### config.mk
export PLATFORM = sky130hd
export DESIGN_NAME = truth_table_sweeper
export DESIGN_NICKNAME = d
export VERILOG_FILES = /design/src/rtl/truth_table_sweeper_pkg.sv /design/src/rtl/truth_table_sweeper_settle_counter.sv /design/src/rtl/truth_table_sweeper.sv
export SDC_FILE = /design/constraint.sdc
export NUM_CORES = 1
export LEC_CHECK = 0
export ABC_AREA = 1
export CAP_MARGIN = 40
export CORE_MARGIN = 2
export CORE_UTILIZATION = 48
export DETAILED_ROUTE_END_ITERATION = 8
export HOLD_SLACK_MARGIN = 0.05
export PLACE_DENSITY = 0.78
export SETUP_SLACK_MARGIN = 0.2
export SYNTH_ARGS = -nofsm -noshare
export SYNTH_HDL_FRONTEND = slang
export SYNTH_HIERARCHICAL = 1
export SYNTH_SLANG_ARGS = --single-unit
### constraint.sdc
create_clock -name clk -period 2.05 [get_ports clk]
set_input_delay 0.5125 -clock clk [delete_from_list [all_inputs] [get_ports clk]]
set_output_delay 0.5125 -clock clk [all_outputs]
set_load 0.03 [all_outputs]
### src/rtl/truth_table_sweeper_pkg.sv
// Shared constants and FSM state type for the truth-table sweeper.
package truth_table_sweeper_pkg;

  localparam int unsigned VECTOR_COUNT = 16;
  localparam int unsigned IDX_W        = 4;
  localparam int unsigned CNT_W        = 4;

  typedef enum logic [1:0] {
    ST_IDLE    = 2'd0,
    ST_SETTLE  = 2'd1,
    ST_CAPTURE = 2'd2,
    ST_DONE    = 2'd3
  } state_t;

endpackage

### src/rtl/truth_table_sweeper_settle_counter.sv
// Counts the settle cycles for the current vector; clr takes priority over en.
module settle_counter
  import truth_table_sweeper_pkg::*;
#(
  parameter int unsigned SETTLE_CYCLES = 2
) (
  input  logic clk,
  input  logic rst,
  input  logic clr,
  input  logic en,
  output logic term_c
);

  logic [CNT_W-1:0] cnt;

  always_ff @(posedge clk) begin
    if (rst) begin
      cnt <= '0;
    end else if (clr) begin
      cnt <= '0;
    end else if (en) begin
      cnt <= cnt + CNT_W'(1);
    end
  end

  assign term_c = (cnt == CNT_W'(SETTLE_CYCLES - 1));

endmodule

### src/rtl/truth_table_sweeper.sv
// Sweeps all 16 input vectors of an external 4-input circuit, captures its
// responses into tables and compares them against latched expected tables.
module truth_table_sweeper
  import truth_table_sweeper_pkg::*;
#(
  parameter int unsigned SETTLE_CYCLES = 2
) (
  input  logic                    clk,
  input  logic                    rst,
  input  logic                    start,
  input  logic [VECTOR_COUNT-1:0] exp_o1,
  input  logic [VECTOR_COUNT-1:0] exp_o2,
  output logic                    dut_a,
  output logic                    dut_b,
  output logic                    dut_c,
  output logic                    dut_d,
  input  logic                    dut_o1,
  input  logic                    dut_o2,
  input  logic                    dut_p,
  output logic                    busy,
  output logic                    done,
  output logic [VECTOR_COUNT-1:0] o1_table,
  output logic [VECTOR_COUNT-1:0] o2_table,
  output logic                    pass,
  output logic                    p_fault
);

  state_t                  state, state_n;
  logic [IDX_W-1:0]        idx, idx_n;
  logic                    cnt_clr, cnt_en, cnt_term;
  logic                    accept;
  logic [VECTOR_COUNT-1:0] exp1_q, exp2_q;
  logic [VECTOR_COUNT-1:0] o1_n, o2_n;
  logic                    p_fault_n;
  logic [IDX_W-1:0]        vec_q;

  settle_counter #(.SETTLE_CYCLES(SETTLE_CYCLES)) u_settle_counter (
    .clk    (clk),
    .rst    (rst),
    .clr    (cnt_clr),
    .en     (cnt_en),
    .term_c (cnt_term)
  );

  always_ff @(posedge clk) begin
    if (rst) begin
      state <= ST_IDLE;
      idx   <= '0;
    end else begin
      state <= state_n;
      idx   <= idx_n;
    end
  end

  // Next state, counter control and the table contents after this capture.
  always_comb begin
    state_n   = state;
    idx_n     = idx;
    cnt_clr   = 1'b0;
    cnt_en    = 1'b0;
    accept    = 1'b0;
    o1_n      = o1_table;
    o2_n      = o2_table;
    p_fault_n = p_fault;
    case (state)
      ST_IDLE: begin
        if (start) begin
          accept  = 1'b1;
          state_n = ST_SETTLE;
          idx_n   = '0;
          cnt_clr = 1'b1;
        end
      end
      ST_SETTLE: begin
        cnt_en = 1'b1;
        if (cnt_term) state_n = ST_CAPTURE;
      end
      ST_CAPTURE: begin
        cnt_clr      = 1'b1;
        o1_n[idx]    = dut_o1;
        o2_n[idx]    = dut_o2;
        p_fault_n    = p_fault | dut_p;
        if (idx == IDX_W'(VECTOR_COUNT - 1)) begin
          state_n = ST_DONE;
        end else begin
          idx_n   = idx + IDX_W'(1);
          state_n = ST_SETTLE;
        end
      end
      ST_DONE: state_n = ST_IDLE;
      default: state_n = ST_IDLE;
    endcase
  end

  // Registered outputs, computed from the next state so they align with it.
  always_ff @(posedge clk) begin
    if (rst) begin
      busy     <= 1'b0;
      done     <= 1'b0;
      vec_q    <= '0;
      exp1_q   <= '0;
      exp2_q   <= '0;
      o1_table <= '0;
      o2_table <= '0;
      p_fault  <= 1'b0;
      pass     <= 1'b0;
    end else begin
      busy  <= (state_n == ST_SETTLE) || (state_n == ST_CAPTURE);
      done  <= (state_n == ST_DONE);
      vec_q <= ((state_n == ST_SETTLE) || (state_n == ST_CAPTURE)) ? idx_n : '0;
      if (accept) begin
        exp1_q   <= exp_o1;
        exp2_q   <= exp_o2;
        o1_table <= '0;
        o2_table <= '0;
        p_fault  <= 1'b0;
        pass     <= 1'b0;
      end
      if (state == ST_CAPTURE) begin
        o1_table <= o1_n;
        o2_table <= o2_n;
        p_fault  <= p_fault_n;
      end
      if ((state == ST_CAPTURE) && (state_n == ST_DONE)) begin
        pass <= (o1_n == exp1_q) && (o2_n == exp2_q) && !p_fault_n;
      end
    end
  end

  assign {dut_a, dut_b, dut_c, dut_d} = vec_q;

endmodule

# After elaboration in Yosys (flattened, before gate mapping)
# Index checks and enable logic that the tools add are counted.
# totals
ff_bits	82
out_inout_bits	40
wordCells	63
# classes
n_addsub	2
magnitude_cmp	2
eq_ne	10
n_mux	24
bitwise	2
n_reduce_logical	11
# op_table
op	n
16-bit 2-to-1 mux	5
16-bit bitwise mux	2
16-bit == test	2
4-bit by 1-bit adder with 4-bit output, second input constant	2
2-bit == test, second input constant	4
1-bit 2-to-1 mux	8
4-bit 2-to-1 mux	2
2-bit one-hot mux with 4 select lines	1
4-bit one-hot mux with 2 select lines	1
2-bit 2-to-1 mux	3
4-bit by 5-bit < comparator with 1-bit output, second input constant	1
1-bit demux with 4-bit select	1
2-bit by 1-bit == test with 1-bit output, second input constant	2
4-bit by 1-bit == test with 1-bit output, second input constant	1
4-bit == test, second input constant	1
4-bit by 1-bit >= comparator with 1-bit output, second input constant	1
1-bit logical AND	4
2-bit nonzero test	2
2-bit OR reduction	2
2-bit logical NOT	1
1-bit one-hot mux with 2 select lines	1
1-bit logical NOT	1
1-bit logical OR	1
1-bit inverter	1
1-bit OR	1

# Depth between registers and ports, before layout
# Gate-level depths: netlist of the first run.
# logic_depth
word_depth	10
mapped_depth	17

# By module
# Netlist of the first run, hierarchy kept.
# modules_own_cells
mod	instances	cells_per_inst	area_per_inst_um2
truth_table_sweeper	1	634	4065.1
settle_counter	1	24	186.4

# Least setup slack after synthesis of the first run
# OpenSTA, ideal clock, no wires.
# synth_timing
path_type	reg-to-reg
from	register idx[1]
to	register pass
setup_time_ns	0.070
t_arrival_ns	1.821
required_ns	1.980
slack_ns	0.159
stages_incl_launch_ff	17
n_path_buf	0
synth_period_minus_slack_ns	1.891
cell_sequence	dfxtp_1 ha_1 nand3_1 nor2_2 a21oi_1 inv_1 ha_1 nand2_1 nor2_1 nand2_1 inv_1 nand2_1 nor2_1 nand2_1 nor2_1 nand3_1 a21oi_1
# synth_rtl
element	line	rtl
from (decl)	truth_table_sweeper.sv:29	logic [IDX_W-1:0] idx, idx_n;
from (signal assigned)	truth_table_sweeper.sv:51	idx <= idx_n;
4-bit == test *	truth_table_sweeper.sv:83	if (idx == IDX_W'(VECTOR_COUNT - 1)) begin
2-bit 2-to-1 mux *	truth_table_sweeper.sv:83	
2-bit one-hot mux with 4 select lines *	truth_table_sweeper.sv:65	case (state)
via state_n[1]	truth_table_sweeper.sv:28	state_t state, state_n;
2-bit == test *	truth_table_sweeper.sv:124	if ((state == ST_CAPTURE) && (state_n == ST_DONE)) begin
1-bit logical AND *	truth_table_sweeper.sv:124	
1-bit 2-to-1 mux / 2-bit nonzero test (equally long branches)	-	
to (signal assigned)	truth_table_sweeper.sv:125	pass <= (o1_n == exp1_q) && (o2_n == exp2_q) && !p_fault_n;
to (decl)	truth_table_sweeper.sv:24	output logic pass,
# Mark *: on every way through the listed nets, which the timed path passes. The rest lies on a longest branch.
# A chain may end at the register's enable or synchronous reset.

# Final worst setup path of the first run
# Ends and elaborated chain as after synthesis.

==> results of run 1 <==
## flip-flops by register name, summed over array words and instances, names as in the netlist
register and cells:
o1_table 16, u_settle_counter/cnt 4, exp2_q 16, p_fault 1, done 1, pass 1, state 2, vec_q 4
idx 4, busy 1, o2_table 16, exp1_q 16
## area by class of cell
type	instances	area, um2	share of cell area (%)
clock buffers	11	151	2.59
inverters	71	274	4.69
flip-flops and latches	82	1660	28.4
multi-input cells	476	2430	41.6
repair buffers	125	1130	19.3
clock inverters	5	62.6	1.07
well taps	108	135	2.31
## power by group through the flow
stage | sequential, W | clock (W) | combinational [W]
after floorplan | 0.00174 | 0 | 0.000285
after global placement | 0.00174 | 0 | 0.000489
after detailed placement | 0.00175 | 0 | 0.000498
after CTS | 0.00171 | 0.00126 | 0.000506
after global routing | 0.00172 | 0.00133 | 0.000607
final | 0.00171 | 0.00125 | 0.000551
## worst paths after layout
kind / startpoint / to / slack [ns] / cells after the start
worst max-delay path: idx[1] / pass / 0.1 / 16
worst min-delay path: exp2_q[12] / exp2_q[12] / 0.47 / 2
worst max register to register: idx[1] / pass / 0.1 / 16
worst min register to register: exp2_q[12] / exp2_q[12] / 0.47 / 2
## metrics by stage
stage / hold slack (ns) / util, % / TNS [ns]
after global placement: 0.456 / 62.3 / -0.799
after detailed placement: 0.458 / 62.3 / -1.11
after global routing: 0.493 / 67.6 / -0.0419
after CTS: 0.471 / 64.7 / 0
after floorplan: 0.444 / - / 0
final: 0.470 / 67.6 / 0
## cell families (layout without fill, tap and decap cells)
kind of cell               Yosys count  after routing  synth area share (%)
and+or+nand+nor                    352            352                  34.9
AOI/OAI and AO/OA                  110            110                  13.4
buffers and inverters              100            212                  9.54
DFF                                 82             82                  38.6
adders and majority gates            8              8                  2.35
xor gates and xnor gates             6              6                  1.24
## what timing repair did
action / CTS / global route
setup endpoints to repair: 43 / 15
resized for setup: 51 / 62
pin swaps: 1 / 15
hold endpoints to repair: 0 / 0
setup buffers: 1 / 6
## routing by layer
| metal | global-route usage [%] | up-vias |
|---|---|---|
| li1 | - | 2313 |
| met5 | 0 | - |
| met3 | 4.44 | 35 |
| met1 | 33.3 | 2155 |
| met2 | 46.4 | 184 |
| met4 | 10.8 | 0 |
## cells in the final DEF, fill, tap and decap left out, types with 2 or more instances in the layout
master and instances:
inv_1 62, clkinv_4 2, nand4_1 7, a21oi_1 60, dlymetal6s2s_1 2, buf_12 3, nor2_2 10, o21ai_0 40
nor2_4 7, clkinv_1 2, nand2_1 192, nand2_2 11, ha_4 5, xor2_1 6, nand3_2 2, nand3_4 3
nand3_1 60, clkdlybuf4s50_1 36, dfxtp_4 3, o211ai_1 2, nor2_1 47, ha_1 2, buf_4 44, nand3b_1 5
or2_2 4, inv_2 4, inv_4 3, dlygate4sd2_1 39, clkbuf_8 11, dfxtp_2 5, dfxtp_1 74, o21ai_1 2
clkinvlp_4 2
## worst reg2reg max path, cell delays in order, from the launching register on
cell     delay, ns
dfxtp_4       0.40
ha_4          0.17
nand3_2       0.11
nor2_4        0.14
a21oi_2       0.05
inv_1         0.09
ha_4          0.14
nand2_2       0.06
nor2_2        0.08
nand2_1       0.05
inv_1         0.05
nand2_1       0.05
nor2_1        0.11
nand2_1       0.08
nor2_1        0.09
nand3_1       0.07
a21oi_1       0.15
==> run metrics, run 1 <==
Slowest-stage cell, CP=dfxtp_4; DR vias=4,687; Core Region=0.00864 mm2; # H-tree levels=3; worst slew pin tran=0.576 ns; drt first pass iters=6; Layout Area Growth over Synthesis=37.3%; Final WS setup=0.0962 ns; register share of total power=48.7%; Cell Int Power=0.00253 W; Final min period=1.95 ns; Die Area=0.00963 mm2; Synth Instances=658; critical path required time=2.34 ns; All-Layer GR Usage=26.8%; count of warnings emitted by yosys=6; total CTS buffers=9; wire length on met2=6470 um; Main synth FF type=dfxtp_1; Critical Path Fanout Max=5; Pleak=2.55 nW; PortBufs=77; dpl cells=855; Metal-1 WL=5490 um; number of synthesized flops with an enable pin=0; critical path arrival=2.25 ns; DRC viols=0; first-pass GRT wire length=20,800 um; Net Switching=0.000984 W; CTS root buffer=clkbuf_8; IO Pins=78; placer congestion estimate=0.962; clk slew on worst S/H paths=0.09 ns; largest area contributor in the netlist=dfxtp_1; cell repeated most along the worst path=nand2_1; final clock skew=0.00692 ns; Commonest cells post-synth=nand2_1 (203), dfxtp_1 (82), inv_1 (67), nand3_1 (63), a21oi_1 (61); final cell count without fillers=878; Detail Route Antenna Nets=0; wire per inst=15.0 um; largest delay contributor family on the critical path=simple AND/OR/NAND/NOR gates; cts hold-fix bufs=0; Gate power share=15.7%; Tot Pwr=0.00351 W; Die H=98.1 um; Bufs on Longest Clock Path=2; Final Cycle Share=95.3%; Final Cell Area=0.00584 mm2; maximum clock rate=512 MHz; register area share after synthesis=38.6%; ys async rst share=0%; flops & latches, synth=82; Layout fillers=734; vias in the first global route=4,417; Worst slew margin=61.6%; CP Cell Sequence=ha_4 > nand3_2 > nor2_4 > a21oi_2 > inv_1 > ha_4 > nand2_2 > nor2_2 > nand2_1 > inv_1 > nand2_1 > nor2_1 > nand2_1 > nor2_1 > nand3_1 > a21oi_1; Synth Cell Area=0.00425 mm2; clk sinks=82; WP buf/inv=2; most common cell in the netlist=nand2_1; Iteration-0 DRC Markers=386; Nets=811; status=completed; switching share of power=28.0%; Diodes inserted=0; Worst setup SP type=register; Synthesized Nets=704; Post-Route WL=13,200 um; RSZ-0062 raised after global routing=yes; CP Class=register to register; CP peak stage delay=0.40 ns; routed wire length on met3=874 um; Synth area leaders=dfxtp_1 (39%), nand2_1 (18%), nand3_1 (7.4%); endpoints failing setup=0; GRT Residual Overflow=0; share of layout cells above drive strength 1=16.2%; share of the synthesized area in the top cell type=38.6%; clock share of power=35.6%; peak supply drop=0.320 mV; placed cell areas=0.00538 mm2; Pwr Density=602 mW/mm2; initial antenna violation count=0; max layer used=met4; pin count of the biggest net entering global routing=61; dpl ws=-0.277 ns; Slew Viols, Final=0; CP endpoint kind=register; CTS tree=yes; # rows=34; min-delay worst type=register to register; Syn Area/Cell=6.46 um2; clk_lat worst skew=0.36 ns; DR vias/cell=5.34; Die W=98.1 um; max_cap viols=0; initial core utilization=49.2%; Synth cell types=31; Final Hold Viols=0; HPWL after DPL=9030 um
Power figures use the tool's default switching activity.
==> inputs of run 2 (changes only) <==
CORE_MARGIN = 5   (was 2)
CORE_UTILIZATION = 53   (was 48)
PLACE_DENSITY = 0.82   (was 0.78)
clock period = 1.9 ns   (was 2.05 ns; I/O delays follow)
==> run metrics, run 2 (synthesis gave the netlist of run 1 again) <==
status=finished with violations; violated checks=negative setup slack; Final Cell Area=0.00593 mm2; clk sinks=82; largest delay contributor family on the critical path=simple AND/OR/NAND/NOR gates; cts hold-fix bufs=0; max_cap viols=0; Iteration-0 DRC Markers=349; RR Startpoint=idx[1]; Critical Path Fanout Max=2; Slew Viols, Final=0; PortBufs=77; clk_lat worst skew=0.38 ns; wire per inst=15.4 um; Worst setup SP type=input port; # rows=32; dpl cells=873; placer congestion estimate=0.939; Reg2Reg Setup Slack=-0.14 ns; Pwr Density=620 mW/mm2; Slowest-stage cell, CP=clkdlybuf4s50_1; vias in the first global route=4,734; final cell count without fillers=894; Detail Route Antenna Nets=0; Layout fillers=617; peak supply drop=0.448 mV; CP peak stage delay=0.52 ns; Die H=99.6 um; DR vias/cell=5.44; drt first pass iters=5; HPWL after DPL=10,000 um; Tot Pwr=0.00367 W; Worst slew margin=67.9%; critical path arrival=2.37 ns; Final Hold Viols=0; min-delay worst type=register to register; Nets=833; Diodes inserted=0; final setup TNS=-0.166 ns; Pleak=2.62 nW; worst slew pin tran=0.481 ns; Final Cycle Share=109%; DRC viols=0; Die Area=0.00991 mm2; CP Cell Sequence=clkdlybuf4s50_1 > nand2_2 > nand2_2 > a31oi_4 > inv_2 > ha_4 > nand2_2 > nor2_1 > nand2_1 > inv_1 > nand2_1 > nor2_1 > nand2_1 > nor2_2 > nand3_1 > a21oi_2; WP buf/inv=3; Final min period=2.07 ns; maximum clock rate=484 MHz; Worst R2R Path Depth=17; hold path startpoint=exp2_q[12]; initial antenna violation count=0; clk slew on worst S/H paths=0.09 ns; reg-to-reg endpoint=pass; Die W=99.6 um; initial core utilization=54.7%; # H-tree levels=3; CTS tree=yes; hold endpoint=exp2_q[12]; All-Layer GR Usage=27.4%; total CTS buffers=9; RSZ-0062 raised after global routing=yes; commonest non-fill, non-tap cell in the layout=nand2_1; Layout Area Growth over Synthesis=39.4%; area of the multi-input gates=0.00237 mm2; CP endpoint kind=register; CTS root buffer=clkbuf_8; endpoints failing setup=1; share of layout cells above drive strength 1=17.4%; Final WS setup=-0.166 ns; Bufs on Longest Clock Path=2; CP Class=input port to register; IO Pins=78; final clock skew=0.0172 ns; Register Area=0.00166 mm2; placed cell areas=0.00562 mm2; first-pass GRT wire length=21,900 um; Post-Route WL=13,700 um; WHS Path Cells=2; commonest non-fill, non-tap cells in the layout=nand2_1 (198), dfxtp_1 (74), buf_4 (65), nand3_1 (60); Core Region=0.00777 mm2; GRT Residual Overflow=0; critical path required time=2.21 ns; pin count of the biggest net entering global routing=61; DR vias=4,859
run 2: timing repair:
| action | 4_1_cts | 5_1_grt |
|---|---|---|
| endpoints found under the setup margin | 59 | 19 |
| pin swaps | 11 | 4 |
| buffers inserted | 4 | 1 |
| gates resized for setup | 65 | 17 |
run 2: worst max-delay path by stage:
stage,start,endpoint,cells past startpoint
2_1_floorplan,u_settle_counter/cnt[1],pass,17
3_3_place_gp,start,pass,16
3_5_place_dp,start,pass,16
4_1_cts,idx[1],pass,13
5_1_grt,idx[1],pass,17
6_report,start,pass,16
run 2: layout make-up:
type / count / share of cell area [%]
clock inverters: 7 / 0.992
inverters: 71 / 4.58
multi-input cells: 476 / 40.1
flip-flops and latches: 82 / 28.0
repair buffers: 147 / 22.1
well taps: 102 / 2.15
clock buffers: 9 / 2.09
run 2: where the power goes:
group	switching (W)	internal (W)	leakage (nW)	total [W]
registers	0.0000531	0.00179	0.673	0.00185
logic	0.000352	0.000261	1.85	0.000613
clock network	0.000717	0.000497	0.0925	0.00121
total	0.00112	0.00255	2.62	0.00367
run 2: layer usage:
metal | GRT usage (%) | wire [um] | vias up
met3 | 3.86 | 837 | 39
met4 | 12.7 | 445 | 0
li1 | - | - | 2366
met1 | 32.4 | 5580 | 2218
met2 | 48.8 | 6880 | 236
met5 | 0 | 0 | -
run 2: worst min-delay path: stages (launching register included):
cell and delay [ns]:
dfxtp_1 0.32, inv_1 0.06, a21oi_1 0.05
run 2: per-stage QoR:
stage / utilization (%) / hold slack, ns / worst slack, ns
after floorplan: - / 0.444 / 0.191
after global placement: 72.3 / 0.454 / -0.334
after detailed placement: 72.3 / 0.459 / -0.466
after CTS: 75.5 / 0.473 / -0.0325
after global routing: 76.3 / 0.499 / -0.258
final: 76.3 / 0.473 / -0.166
==> inputs of run 3 (changes only) <==
CORE_UTILIZATION = 50   (was 53)
PLACE_DENSITY = 0.78   (was 0.82)
==> run metrics, run 3 (synthesis gave the netlist of run 1 again) <==
worst slew pin tran=0.357 ns; HPWL after DPL=10,100 um; Tot Pwr=0.00395 W; Iteration-0 DRC Markers=360; maximum clock rate=491 MHz; Final Hold Viols=0; final setup TNS=-0.138 ns; CP Class=register to register; Worst slew margin=76.1%; Diodes inserted=0; initial antenna violation count=0; IO Pins=78; Final Cycle Share=107%; vias in the first global route=4,788; All-Layer GR Usage=27.1%; Slew Viols, Final=0; final cell count without fillers=913; Pleak=2.78 nW; commonest non-fill, non-tap cell in the layout=nand2_1; share of layout cells above drive strength 1=23.1%; dpl cells=882; CTS root buffer=clkbuf_8; Die H=102 um; Die Area=0.0104 mm2; pin count of the biggest net entering global routing=61; # rows=33; final clock skew=0.00842 ns; Worst setup SP type=register; clk_lat worst skew=0.37 ns; max_cap viols=0; GRT Residual Overflow=0; Pwr Density=624 mW/mm2; Core Region=0.00826 mm2; DR vias/cell=5.51; clk sinks=82; CTS tree=yes; min-delay worst type=register to register; RSZ-0062 raised after global routing=yes; PortBufs=77; initial core utilization=51.5%; Final min period=2.04 ns; largest delay contributor family on the critical path=simple AND/OR/NAND/NOR gates; Critical Path Fanout Max=7; critical path arrival=2.34 ns; Final Cell Area=0.00632 mm2; wire per inst=16.6 um; Layout fillers=613; placed cell areas=0.00566 mm2; violated checks=negative setup slack; Detail Route Antenna Nets=0; peak supply drop=0.386 mV; Register Area=0.00166 mm2; first-pass GRT wire length=22,400 um; DRC viols=0; CP peak stage delay=0.42 ns; Nets=849; Layout Area Growth over Synthesis=48.7%; Post-Route WL=15,200 um; critical path required time=2.20 ns; drt first pass iters=5; Die W=102 um; endpoints failing setup=1; cell repeated most along the worst path=nand2_1; status=finished with violations; Slowest-stage cell, CP=dfxtp_2; # H-tree levels=3; placer congestion estimate=0.930; Final WS setup=-0.138 ns; commonest non-fill, non-tap cells in the layout=nand2_1 (184), dfxtp_1 (74), buf_4 (71), a21oi_1 (59), inv_1 (56); total CTS buffers=9; DR vias=5,030; WP buf/inv=2; CP Cell Sequence=inv_1 > nor2_1 > buf_4 > nand3_1 > nand2_1 > nand2_1 > nand2_1 > nand4_1 > nor3_2 > nand3_2 > a21oi_2; CP endpoint kind=register; area of the multi-input gates=0.00255 mm2; Bufs on Longest Clock Path=2; clk slew on worst S/H paths=0.08 ns; cts hold-fix bufs=0
[run 3: worst paths after layout]
kind / from / to / slack, ns / cells after the start
worst min register to register: exp2_q[4] / exp2_q[4] / 0.48 / 2
worst max-delay path: idx[3] / pass / -0.14 / 11
worst max register to register: idx[3] / pass / -0.14 / 11
worst min-delay path: exp2_q[4] / exp2_q[4] / 0.48 / 2
[run 3: repair_timing]
| action | in CTS | in global routing |
|---|---|---|
| buffers inserted | 4 | 8 |
| pin swaps | 11 | 24 |
| endpoints found under the setup margin | 57 | 29 |
| cloned | 0 | 3 |
| hold endpoints to repair | 0 | 0 |
| gates resized for setup | 61 | 79 |
[run 3: worst min-delay path, stage by stage, from the launching register on]
cell,delay [ns]
dfxtp_1,0.32
inv_1,0.06
a21oi_1,0.06
[run 3: cell type report]
type | count | share of cell area [%]
clock buffer | 11 | 2.08
clock inverter | 5 | 1.27
inverter | 71 | 4.45
multi-input combinational | 476 | 40.3
sequential | 82 | 26.3
tap | 105 | 2.08
timing repair buffer | 162 | 23.4
timing repair inverter | 1 | 0.119
[run 3: power by group]
part | switching, W | leakage [nW] | internal [W]
clock network | 0.000653 | 0.0995 | 0.000739
logic | 0.000396 | 2.00 | 0.000310
registers | 0.0000569 | 0.673 | 0.00179
total | 0.00111 | 2.78 | 0.00284
[run 3: layer usage]
layer  vias up  global-route usage [%]  share of wire [%]
met5         -                       0                  0
met4         0                    13.8                4.3
met3        68                    5.53                7.4
met2       268                    45.2                 49
met1      2294                    33.2                 40
li1       2400                       -                  -
[run 3: through the flow]
stage | utilization [%] | worst slack (ns) | hold slack (ns)
after floorplan | - | 0.191 | 0.444
after global placement | 68.6 | -0.356 | 0.457
after detailed placement | 68.6 | -0.410 | 0.463
final | 76.5 | -0.138 | 0.476
after global routing | 76.5 | -0.293 | 0.499
after CTS | 71.8 | -0.0409 | 0.475
